[src/rtl/uart_tx_fifo.sv]
// Transmit-side character FIFO for the UART: buffers host writes and hands them one at a
// time to the transmitter through a start/busy handshake.
module uart_tx_fifo #(
   parameter int DATA_BITS  = 8,
   parameter int FIFO_DEPTH = 4
) (
   input  logic                             Clk,
   input  logic                             Rst_N,
   input  logic [DATA_BITS-1:0]             Tx_Data_In,
   input  logic                             Write_En,
   input  logic                             BIST_Mode,
   input  logic                             Ovf_Clr,
   input  logic                             Tx_Busy,
   output logic                             Tx_Start,
   output logic [DATA_BITS-1:0]             Tx_Data,
   output logic                             FIFO_Empty,
   output logic                             FIFO_Full,
   output logic                             FIFO_Overflow,
   output logic [$clog2(FIFO_DEPTH+1)-1:0]  Count
);

   localparam int PTR_W = $clog2(FIFO_DEPTH);
   localparam int CNT_W = $clog2(FIFO_DEPTH+1);

   typedef enum logic [1:0] {
      IDLE,
      LOAD,
      WAIT_BUSY,
      WAIT_DONE
   } state_t;

   state_t               state;
   logic [DATA_BITS-1:0] mem [FIFO_DEPTH];
   logic [PTR_W-1:0]     wptr;
   logic [PTR_W-1:0]     rptr;
   logic                 pop;
   logic                 push;
   logic                 drop;
   logic [CNT_W-1:0]     count_nxt;

   // A pop frees a slot on the same edge, so a write into a full FIFO is still accepted then.
   always_comb begin
      pop       = (state == IDLE) && !FIFO_Empty && !Tx_Busy && !BIST_Mode;
      push      = Write_En && !BIST_Mode && (!FIFO_Full || pop);
      drop      = Write_En && !BIST_Mode && FIFO_Full && !pop;
      count_nxt = Count;
      if (push && !pop)
         count_nxt = Count + CNT_W'(1);
      else if (pop && !push)
         count_nxt = Count - CNT_W'(1);
   end

   always_ff @(posedge Clk) begin
      if (push)
         mem[wptr] <= Tx_Data_In;
   end

   always_ff @(posedge Clk or negedge Rst_N) begin
      if (!Rst_N) begin
         wptr          <= '0;
         Count         <= '0;
         FIFO_Empty    <= 1'b1;
         FIFO_Full     <= 1'b0;
         FIFO_Overflow <= 1'b0;
      end else begin
         if (push)
            wptr <= wptr + PTR_W'(1);
         Count      <= count_nxt;
         FIFO_Empty <= (count_nxt == '0);
         FIFO_Full  <= (count_nxt == CNT_W'(FIFO_DEPTH));
         if (drop)
            FIFO_Overflow <= 1'b1;
         else if (Ovf_Clr)
            FIFO_Overflow <= 1'b0;
      end
   end

   always_ff @(posedge Clk or negedge Rst_N) begin
      if (!Rst_N) begin
         state    <= IDLE;
         rptr     <= '0;
         Tx_Start <= 1'b0;
         Tx_Data  <= '0;
      end else begin
         case (state)
            IDLE: begin
               if (pop) begin
                  Tx_Data  <= mem[rptr];
                  rptr     <= rptr + PTR_W'(1);
                  Tx_Start <= 1'b1;
                  state    <= LOAD;
               end
            end
            LOAD: begin
               Tx_Start <= 1'b0;
               state    <= WAIT_BUSY;
            end
            WAIT_BUSY: begin
               if (Tx_Busy)
                  state <= WAIT_DONE;
            end
            WAIT_DONE: begin
               if (!Tx_Busy)
                  state <= IDLE;
            end
            default: begin
               Tx_Start <= 1'b0;
               state    <= IDLE;
            end
         endcase
      end
   end

endmodule

[config.mk]
export PLATFORM = sky130hd
export DESIGN_NAME = uart_tx_fifo
export DESIGN_NICKNAME = d
export VERILOG_FILES = /design/src/rtl/uart_tx_fifo.sv
export SDC_FILE = /design/constraint.sdc
export NUM_CORES = 1
export LEC_CHECK = 0
export ABC_CLOCK_PERIOD_IN_PS = 2620
export CORE_MARGIN = 3
export CORE_UTILIZATION = 54
export DETAILED_ROUTE_END_ITERATION = 16
export PLACE_DENSITY = 0.78
export REMOVE_ABC_BUFFERS = 1
export SETUP_SLACK_MARGIN = 0.4
export SLEW_MARGIN = 15
export SYNTH_ARGS = -nofsm -noshare
export SYNTH_HDL_FRONTEND = slang
export SYNTH_SLANG_ARGS = --single-unit
[constraint.sdc]
create_clock -name Clk -period 2.62 [get_ports Clk]
set_clock_uncertainty 0.1 [all_clocks]
set_input_delay 0.262 -clock Clk [delete_from_list [all_inputs] [get_ports Clk]]
set_output_delay 0.262 -clock Clk [all_outputs]
set_load 0.03 [all_outputs]
# After elaboration in Yosys (flattened, before gate mapping)
# Memories as Yosys holds them, arrays and structs flattened. A register that Yosys moved wholly into a read port is not among the register bits.
# Index checks and enable logic that the tools add are counted.
# totals
register_bits	13
mem_count	1
output_inout_bits	15
ramBits	32
in_bits	14
# mem_list
name	depth	width	rd	rd_ports_with_merged_regs	wr	line	source
mem	4	8	1	1	1	33	logic [DATA_BITS-1:0] mem [FIFO_DEPTH];
# op_classes
reduce_logical	24
n_eq_ne	7
n_mux	12
add_sub_neg	4
# op_table
operator	count
1-bit logical AND	9
2-bit case mux with 4 select lines	1
1-bit logical NOT	7
2-bit two-way mux	3
3-bit two-way mux	2
2-bit != test (second input constant)	3
1-bit two-way mux	5
2-bit by 1-bit adder with 2-bit output (second input constant)	2
2-bit == test (second input constant)	2
2-bit AND reduction	2
2-bit nonzero test	2
3-bit by 1-bit adder with 3-bit output (second input constant)	1
3-bit == test (second input constant)	1
3-bit logical NOT	1
3-bit AND reduction	1
3-bit by 1-bit subtractor with 3-bit output (second input constant)	1
2-bit by 1-bit == test with 1-bit output (second input constant)	1
2-bit logical NOT	1
1-bit case mux with 2 select lines	1
1-bit logical OR	1

# Depth between registers and ports, before layout
# Gate-level depths: netlist of run 1.
# depth
word_depth	11
ltp_mapped	7
depth_no_buf	6

# Worst setup path before layout of run 1
# No wires, ideal clock.
# synth_timing
path_type	flip-flop to flip-flop
from	reg state[0]
to	mem mem[0][0] (enable)
stages_incl_launch_ff	7
t_arrival_ns	1.658
synth_period_minus_slack_ns	2.089
setup_ns	0.332
setup_slack_ns	0.531
required_ns	2.188
cell_sequence	dfrtp_1 -> inv_1 -> ha_1 -> nor3b_1 -> nor2_1 -> nor2_1 -> and2_1
# synth_via
elab_chain_len	8
# synth_lines
element	line	source
from (decl)	32	state_t state;
from (signal assigned)	80	state <= IDLE;
from (signal assigned)	91	state <= LOAD;
from (signal assigned)	96	state <= WAIT_BUSY;
2-bit logical NOT	43	pop = (state == IDLE) && !FIFO_Empty && !Tx_Busy && !BIST_Mode;
1-bit logical AND (3 in series)	43	
1-bit logical OR	44	push = Write_En && !BIST_Mode && (!FIFO_Full || pop);
1-bit logical AND	44	
1-bit two-way mux	54	if (push)
1-bit two-way mux (not written as such)	55	mem[wptr] <= Tx_Data_In;
to (decl)	33	
# No other way between the ends.

# Final worst setup path of run 1
# layout_timing
from	reg state[0]
to	reg FIFO_Empty
# layout_via
elab_chain_len	11
# layout_lines
element	line	source
2-bit logical NOT *	43	
1-bit logical AND * (3 in series)	43	
1-bit logical OR	44	
1-bit logical AND	44	
1-bit logical NOT	49	else if (pop && !push)
1-bit logical AND	49	
3-bit two-way mux	49	
3-bit two-way mux *	47	if (push && !pop)
3-bit logical NOT *	69	FIFO_Empty <= (count_nxt == '0);
to (signal assigned)	69	
to (decl)	16	output logic FIFO_Empty,
# Every way passes the cells marked *; elsewhere a longest branch is shown, timed or not.
# A chain may end at the register's enable or synchronous reset.

==> results of run 1 <==
[metrics by stage]
stage               cells  setup WS (ns)  instance area (µm²)  hold slack, ns  power (mW)
global placement      226          0.253                 2590           0.358        2.31
CTS                   234          0.410                 2720           0.196        2.92
global route          234          0.378                 2730           0.203        3.10
detailed placement    226          0.180                 2590           0.361        2.36
finish                234          0.529                 2730           0.192        2.90
floorplan             146          0.249                 2220          -0.134        1.95
[sequential cells by signal (all words and copies together), names as in the netlist]
| signal | count |
|---|---|
| Tx_Data | 8 |
| state | 2 |
| FIFO_Overflow | 1 |
| mem | 32 |
| Count | 3 |
| FIFO_Full | 1 |
| Tx_Start | 1 |
| FIFO_Empty | 1 |
| wptr | 2 |
| rptr | 2 |
[layer usage]
layer	part of all wire	wire, µm	vias to the layer above	track usage
li1	-	-	605	-
met5	0	0	-	0
met4	0.0096	36	0	0.0447
met3	0.047	177	6	0.0547
met1	0.45	1700	667	0.242
met2	0.49	1840	29	0.283
[Yosys cell counts, types with 3 or more instances]
master | n | area share
clkbuf_1 | 3 | 0.0050
dfrtp_1 | 20 | 0.22
nor3b_1 | 3 | 0.010
nor2_1 | 8 | 0.013
mux4_2 | 8 | 0.080
and2_1 | 4 | 0.011
nand2_1 | 27 | 0.045
edfxtp_1 | 32 | 0.43
inv_1 | 8 | 0.013
xnor2_1 | 4 | 0.016
ha_1 | 11 | 0.061
[critical path, delay by kind of cell, from the launching register on]
family	cells	cell delay, ns
buf+inv	1	0.12
fa+ha+maj	1	0.21
flops	1	0.41
simple gates	1	0.56
compound gates	3	0.62
[placed cells by master (no fill, tap or decap), drive strengths merged, types with 2 or more instances in the layout]
master         instances
edfxtp                32
clkdlybuf4s50         28
nand2                 27
dfrtp                 20
ha                    11
inv                   10
mux4                   8
nor2                   8
clkbuf                 5
xnor2                  4
and2                   4
buf                    4
nor3b                  3
nor3                   2
mux2                   2
mux2i                  2
[cells by family (layout without fill, tap and decap cells)]
group | count (synthesis) | after routing
xor gates and xnor gates | 4 | 4
buffers and inverters | 13 | 48
AOI/OAI and AO/OA | 8 | 8
muxes | 12 | 12
and+or+nand+nor | 50 | 50
adders and majority gates | 11 | 11
DFF | 53 | 53
[what timing repair did]
item | CTS | global route
hold endpoints to repair | 0 | 0
resized for setup | 3 | 5
endpoints found under the setup margin | 33 | 37
[cell type report]
type / count / area share
sequential: 53 / 0.545
inverter: 8 / 0.0110
clock inverter: 3 / 0.0174
timing repair buffer: 32 / 0.114
multi-input combinational: 85 / 0.266
clock buffer: 5 / 0.0252
tap: 48 / 0.0220
[path summary, 6_finish.rpt]
kind,startpoint,end,cells after the start
hold / removal,Rst_N,state[0]$_DFFE_PN0P_,2
setup reg to reg,state[0]$_DFFE_PN0P_,FIFO_Empty$_DFF_PN1_,6
max in group asynchronous,Rst_N,FIFO_Empty$_DFF_PN1_,2
hold reg to reg,Tx_Data[4]$_DFFE_PN0P_,Tx_Data[4]$_DFFE_PN0P_,2
min in group Clk,Tx_Data[4]$_DFFE_PN0P_,Tx_Data[4]$_DFFE_PN0P_,2
setup / recovery,state[0]$_DFFE_PN0P_,FIFO_Empty$_DFF_PN1_,6
[power groups by stage]
| stage | clock [mW] | sequential, mW | combinational (mW) |
|---|---|---|---|
| after floorplan | 0 | 1.45 | 0.507 |
| final | 0.554 | 1.29 | 1.06 |
| after CTS | 0.568 | 1.29 | 1.06 |
| after global routing | 0.620 | 1.32 | 1.16 |
| after global placement | 0 | 1.29 | 1.02 |
| after detailed placement | 0 | 1.30 | 1.05 |
==> metrics.txt, run 1 <==
status=complete, no violations; crit path kind=reg -> reg; Post-Synth XOR/XNOR Area=0.0157; wire per inst=~16 µm; Synth Area in Adders=0.0615; largest net degree at the start of global routing=22; Ports=29; FP Rows=22; WP data arrival=2.23 ns; post-synthesis sequential area ratio=0.665; post-route ant nets=0; synth-to-layout area growth=22.0%; Critical Path RT=about 2.8 ns; Routability Congestion=roughly 0.74; wire length of the first global-routing pass=around 6800 µm; GRT Residual Overflow=0; GR Util All Layers=0.179; Pre-antenna DRT Iters=4; crit path capture type=flip-flop; Worst Tran Pin Value=~0.57 ns; # hold bufs at CTS=0; worst path cell trace=inv_1 > ha_1 > or4b_4 > o22ai_1 > o311a_1 > o21ba_1; # H-tree levels=2; Final Hold Vio Count=0; Switch Pwr=~1 mW; CP max stage cell=or4b_4; Internal=between 1.5 and 2 mW; total routed wirelength=approximately 3800 µm; RSZ-0062 raised after global routing=yes; Yosys warnings=0; initial core utilization=0.585; register bit count reported by yosys=53; area occupied by multi-input gates=slightly above 700 µm²; Final Core Density=0.714; Via density=about 5.6; worst-case clock buffer depth=2; Num CTS Buffers=5; Post-DP HPWL=between 2000 and 3000 µm; synthesized area=roughly 0.0022 mm²; clock share of power=0.191; TritonCTS clock tree=built; leakage=between 1 and 1.5 nW; power share of the sequential group=0.444; Rel. slew slack=0.618; Post-synth ARST share=0.396; Residual DRC=0; CTS Sinks=53; cell count after synthesis=between 150 and 200; worst skew pair latency=a little over 0.3 ns; clock transition time at the flip-flop clock pins of the worst setup and hold paths=about 0.10 ns; Final Max Tran Viols=0; Syn Area/Cell=around 15 µm²; Post-Route Setup TNS=0 ns; share of post-route cells with drive strength above 1=0.172; delay of the slowest cell on the worst path=roughly 0.56 ns; min Tclk post-route=about 2.1 ns; mux share of post-synthesis cell area=0.0995; Final setup viols=0; Netlist cell types=30; Synth Area in Compound Gates=0.0285; Switching Fraction=0.343; MaxCap Viol Count=0; Startpoint Class=flip-flop; Synth Flop Type=edfxtp_1; combinational share of power=0.365; R2R Setup Slk=0.53 ns; largest family of logic cells by synthesized area=simple AND/OR/NAND/NOR gates; final period utilization=0.798; Fillers=about 240; initial DRC count=58; chip height=~70 µm; simple-gate portion of the synthesized area=0.107; EDFF count, synth=32; # Post-CTS Setup Buffers=0; highest clock rate=478 MHz; vias in the first global route=roughly 1400; area of the die=0.00495 mm²; initial antenna violation count=0; PwrDens=1060 mW/mm²; Core ar.=between 0.003 and 0.004 mm²; maximum VDD drop=~0.63 mV; nets@finish=between 200 and 250; CP max FO=9; Die Wd=between 70 and 80 µm; worst hold path class=in -> async; Diodes inserted=0; FF+latch area=0.00149 mm²; buffers added on ports=28; Clock Root Buffer=clkbuf_8; via count=1307
Note: power is estimated with default switching activity, not from simulation.
==> run 2, diff against run 1 <==
Settings changed: ABC_CLOCK_PERIOD_IN_PS 2620 to 2000.
Clock period 2.62 ns to 2 ns, I/O delays scaled along.
==> run 2 against run 1 <==
Net effect: clock-buffer cell count grew 2; cell count grew 14%; fmax grew 11%; combinational power grew 95%; register-to-register slack lost 0.42 ns; hold slack lost 0.036 ns; non-clock buffer count grew 33; critical path depth is the same; worst setup slack lost 0.42 ns; largest cell class unchanged.
==> metrics.txt, run 2 (same netlist as run 1, synthesis figures left out) <==
buffers added on ports=28; CTS Sinks=53; maximum VDD drop=approximately 0.8 mV; clock transition time at the flip-flop clock pins of the worst setup and hold paths=approximately 0.090 ns; worst skew pair latency=around 0.3 ns; hold slack=0.156 ns; Post-DP HPWL=~3000 µm; status=complete, no violations; vias in the first global route=1656; CP max FO=6; # hold bufs at CTS=0; Via density=5.62; Core ar.=0.00383 mm²; Worst Tran Pin Value=around 0.45 ns; CP max stage cell=or4b_4; via count=1500; Post-Route Setup TNS=0 ns; FF+latch area=0.00149 mm²; WP data arrival=~2 ns; GR Util All Layers=0.221; most frequent cells in the layout=edfxtp_1 (32), buf_4 (23), dfrtp_1 (19), nand2_1 (14), dlygate4sd2_1 (14); Largest register FFs=32; wire length of the first global-routing pass=between 8000 and 9000 µm; Pre-antenna DRT Iters=4; area occupied by multi-input gates=about 900 µm²; area of the die=slightly below 0.005 mm²; most common cell after layout, fill and taps aside=edfxtp_1; FF-to-FF path depth=6; worst path cell trace=inv_2 > ha_4 > or4b_4 > nor3b_4 > o21a_1 > o21ba_1; MaxCap Viol Count=0; Top Registers=mem (32), Tx_Data (8), Count (3); worst hold path class=in -> async; Routability Congestion=approximately 0.80; synth-to-layout area growth=43.0%; min Tclk post-route=roughly 1.9 ns; Fillers=around 180; initial core utilization=0.585; total power=between 4 and 5 mW; Final setup viols=0; Ports=29; R2R Setup Slk=roughly 0.11 ns; initial antenna violation count=0; Critical Path RT=approximately 2.1 ns; # H-tree levels=2; Final Hold Vio Count=0; delay of the slowest cell on the worst path=around 0.53 ns; Startpoint Class=flip-flop; largest register by flop count=mem; post-route ant nets=0; final period utilization=0.944; Diodes inserted=0; PwrDens=about 1400 mW/mm²; worst-case clock buffer depth=2; leakage=1.36 nW; crit path kind=reg -> reg; FP Rows=22; wire per inst=a little under 20 µm; initial DRC count=a little under 100; RSZ-0062 raised after global routing=yes; highest clock rate=530 MHz; Residual DRC=0; Num CTS Buffers=5; share of post-route cells with drive strength above 1=0.425; largest net degree at the start of global routing=22; TritonCTS clock tree=built; crit path capture type=flip-flop; Rel. slew slack=0.699; nets@finish=243; chip height=approximately 70 µm; total routed wirelength=5140 µm; Placed Area=0.00275 mm²; Clock Root Buffer=clkbuf_8; design area=0.00320 mm²; Die Wd=70.4 µm; GRT Residual Overflow=0; Final Max Tran Viols=0
==> run 2: cell types whose count changed in the layout (fill, tap and decap cells not counted), sizes merged <==
| cell | before | now |
|---|---|---|
| clkbuf | 5 | 8 |
| dlymetal6s2s | 0 | 1 |
| clkdlybuf4s50 | 28 | 12 |
| inv | 10 | 8 |
| dlygate4sd2 | 0 | 14 |
| buf | 4 | 37 |
==> run 2: timing repair <==
item,CTS,global route
buffers inserted,11,3
endpoints found under the setup margin,67,53
pin swaps,21,11
gates resized for setup,48,30
gates cloned,2,0
==> run 2: area by class of cell <==
cell class,count,area share
flip-flops and latches,53,0.465
multi-input cells,85,0.276
repair buffers,65,0.194
clock buffers,7,0.0270
well taps,48,0.0188
clock inverters,1,0.00938
inverters,8,0.00938
==> run 2: metal layers <==
metal	track usage	vias up	part of all wire
li1	-	675	-
met1	0.262	757	0.39
met2	0.396	55	0.54
met3	0.0403	13	0.043
met4	0.0851	0	0.023
met5	0	-	0
==> run 2: per-stage QoR <==
step | util | worst slack [ns] | cells
final | 0.837 | 0.112 | 267
after global routing | 0.837 | 0.0628 | 267
after CTS | 0.804 | 0.169 | 264
after detailed placement | 0.718 | -0.153 | 243
after global placement | 0.718 | -0.0802 | 243
after floorplan | - | -0.371 | 146
==> run 2: path summary, 6_finish.rpt <==
path | end | startpoint
min in group Clk | FIFO_Overflow$_DFFE_PN0P_ | Ovf_Clr
max reg2reg | FIFO_Empty$_DFF_PN1_ | state[1]$_DFFE_PN0P_
max | FIFO_Empty$_DFF_PN1_ | state[1]$_DFFE_PN0P_
max in group asynchronous | FIFO_Empty$_DFF_PN1_ | Rst_N
min | state[0]$_DFFE_PN0P_ | Rst_N
min reg2reg | Tx_Data[4]$_DFFE_PN0P_ | Tx_Data[4]$_DFFE_PN0P_
==> run 2: power by group <==
group          switching [mW]  internal [mW]  leakage, nW
clock                   0.322          0.408       0.0585
combinational            1.02           1.05        0.757
sequential              0.223           1.44        0.547
total                    1.57           2.89         1.36
==> run 2: critical path, delay by kind of cell (launching register included) <==
kind | cells | cell delay [ns]
buffers and inverters | 1 | 0.10
and+or+nand+nor | 2 | 0.76
adders and majority gates | 1 | 0.14
AOI/OAI and AO/OA | 2 | 0.32
DFF | 1 | 0.41
==> run 3, diff against run 2 <==
Settings changed: CORE_MARGIN 3 to default.
==> run 3 against run 2 <==
Net effect: sequential share of layout area grew 2.6 points; cell count down 2.2%; clock power fell by 24%.
==> metrics.txt, run 3 (same netlist as run 1, synthesis figures left out) <==
GRT Residual Overflow=0; initial core utilization=0.560; Fillers=approximately 260; CTS Sinks=53; Final Hold Vio Count=0; Final Max Tran Viols=0; Critical Path RT=2.10 ns; largest net degree at the start of global routing=22; Global Route met1 Usage=0.277; CP max FO=4; Rel. slew slack=0.724; worst hold path class=in -> async; most common cell after layout, fill and taps aside=edfxtp_1; R2R Setup Slk=around 0.15 ns; Placed Area=between 0.002 and 0.003 mm²; area occupied by multi-input gates=830 µm²; # H-tree levels=2; FP Rows=23; most frequent cells in the layout=edfxtp_1 (32), dfrtp_1 (20), buf_4 (20), nand2_1 (16), dlygate4sd2_1 (14); Largest register FFs=32; Final Core Density=0.758; Pre-antenna DRT Iters=3; vias in the first global route=approximately 1400; min Tclk post-route=between 1.5 and 2 ns; Diodes inserted=0; worst-case clock buffer depth=2; Final WS setup=between 0.1 and 0.15 ns; WP data arrival=roughly 2.0 ns; Via density=roughly 5.3; Final setup viols=0; Switching Fraction=0.353; share of post-route cells with drive strength above 1=0.351; FF+latch area=0.00149 mm²; Internal=approximately 2.6 mW; Clock Root Buffer=clkbuf_8; Core ar.=0.00400 mm²; crit path kind=reg -> reg; initial DRC count=67; Die Wd=between 60 and 70 µm; Routability Congestion=0.858; status=complete, no violations; hold slack=about 0.13 ns; Post-Route Setup TNS=0 ns; Switch Pwr=1.41 mW; worst skew pair latency=0.30 ns; nets@finish=between 200 and 250; maximum VDD drop=around 0.75 mV; Worst Tran Pin Value=0.414 ns; Cells after DPL=between 200 and 250; final period utilization=0.927; highest clock rate=540 MHz; chip height=66.4 µm; clock share of power=0.140; Ports=29; GR Util All Layers=0.230; RSZ-0062 raised after global routing=yes; post-route ant nets=0; design area=about 0.003 mm²; routing usage on met3=0.0534; leakage=around 1.3 nW; worst r2r dst=state[1]$_DFFE_PN0P_; via count=1396; pre-CTS setup slack=-0.218 ns; Post-DP HPWL=2990 µm; buffers added on ports=28; largest register by flop count=mem; PwrDens=roughly 1300 mW/mm²; total routed wirelength=between 4000 and 5000 µm; FF-to-FF path depth=6; power share of the sequential group=0.406; MaxCap Viol Count=0; total power=between 3 and 4 mW; fin cells=261; initial antenna violation count=0; wire per inst=16.9 µm; Top Registers=mem (32), Tx_Data (8), Count (3); TritonCTS clock tree=built; Num CTS Buffers=5; area of the die=~0.0044 mm²; Startpoint Class=flip-flop; grt peak-use layer=met2; combinational share of power=0.455; Residual DRC=0; worst r2r src=state[0]$_DFFE_PN0P_; crit path capture type=flip-flop; synth-to-layout area growth=35.4%; Global Route met2 Usage=0.390; clock transition time at the flip-flop clock pins of the worst setup and hold paths=about 0.09 ns; wire length of the first global-routing pass=6960 µm
run 3: worst max-delay path: stages, from the launching register on:
cell and delay (ns):
dfrtp_1 0.40, inv_2 0.09, ha_4 0.15, or4b_4 0.52
nand2_1 0.12, nand2_1 0.09, mux2_2 0.28
run 3: final cells by class:
type | count | share of cell area
timing repair buffer | 57 | 0.179
inverter | 8 | 0.00991
clock buffer | 8 | 0.0264
tap | 50 | 0.0206
multi-input combinational | 85 | 0.274
sequential | 53 | 0.491
run 3: how the worst max path moves through the flow:
| stage | startpoint | to | slack (ns) | cells after the start |
|---|---|---|---|---|
| final | state[0]$_DFFE_PN0P_ | state[1]$_DFFE_PN0P_ | 0.15 | 6 |
| after global routing | state[0]$_DFFE_PN0P_ | mem[3][3]$_DFFE_PP_ | 0.08 | 7 |
| after CTS | state[0]$_DFFE_PN0P_ | mem[3][3]$_DFFE_PP_ | 0.1 | 7 |
| after detailed placement | Tx_Busy | mem[0][5]$_DFFE_PP_ | -0.22 | 6 |
| after global placement | Tx_Busy | mem[1][5]$_DFFE_PP_ | -0.08 | 6 |
| after floorplan | state[0]$_DFFE_PN0P_ | FIFO_Empty$_DFF_PN1_ | -0.37 | 6 |
run 3: power by group through the flow:
stage | Combinational [mW] | Clock, mW | Sequential (mW)
finish | 1.81 | 0.557 | 1.62
CTS | 1.66 | 0.570 | 1.61
floorplan | 0.664 | 0 | 1.90
global placement | 1.58 | 0 | 1.61
global route | 1.98 | 0.610 | 1.65
detailed placement | 1.63 | 0 | 1.62
run 3: what timing repair did:
action / CTS / global route
buffers inserted: 5 / 4
hold endpoints to repair: 0 / 0
pin swaps: 4 / 24
resized for setup: 32 / 28
hold buffers: 0 / 0
setup endpoints to repair: 66 / 53
run 3: routing by layer:
metal	part of all wire	vias up	wire length, µm
met1	0.42	692	1830
met3	0.041	11	181
met5	0	-	0
li1	-	658	-
met2	0.52	35	2280
met4	0.025	0	111
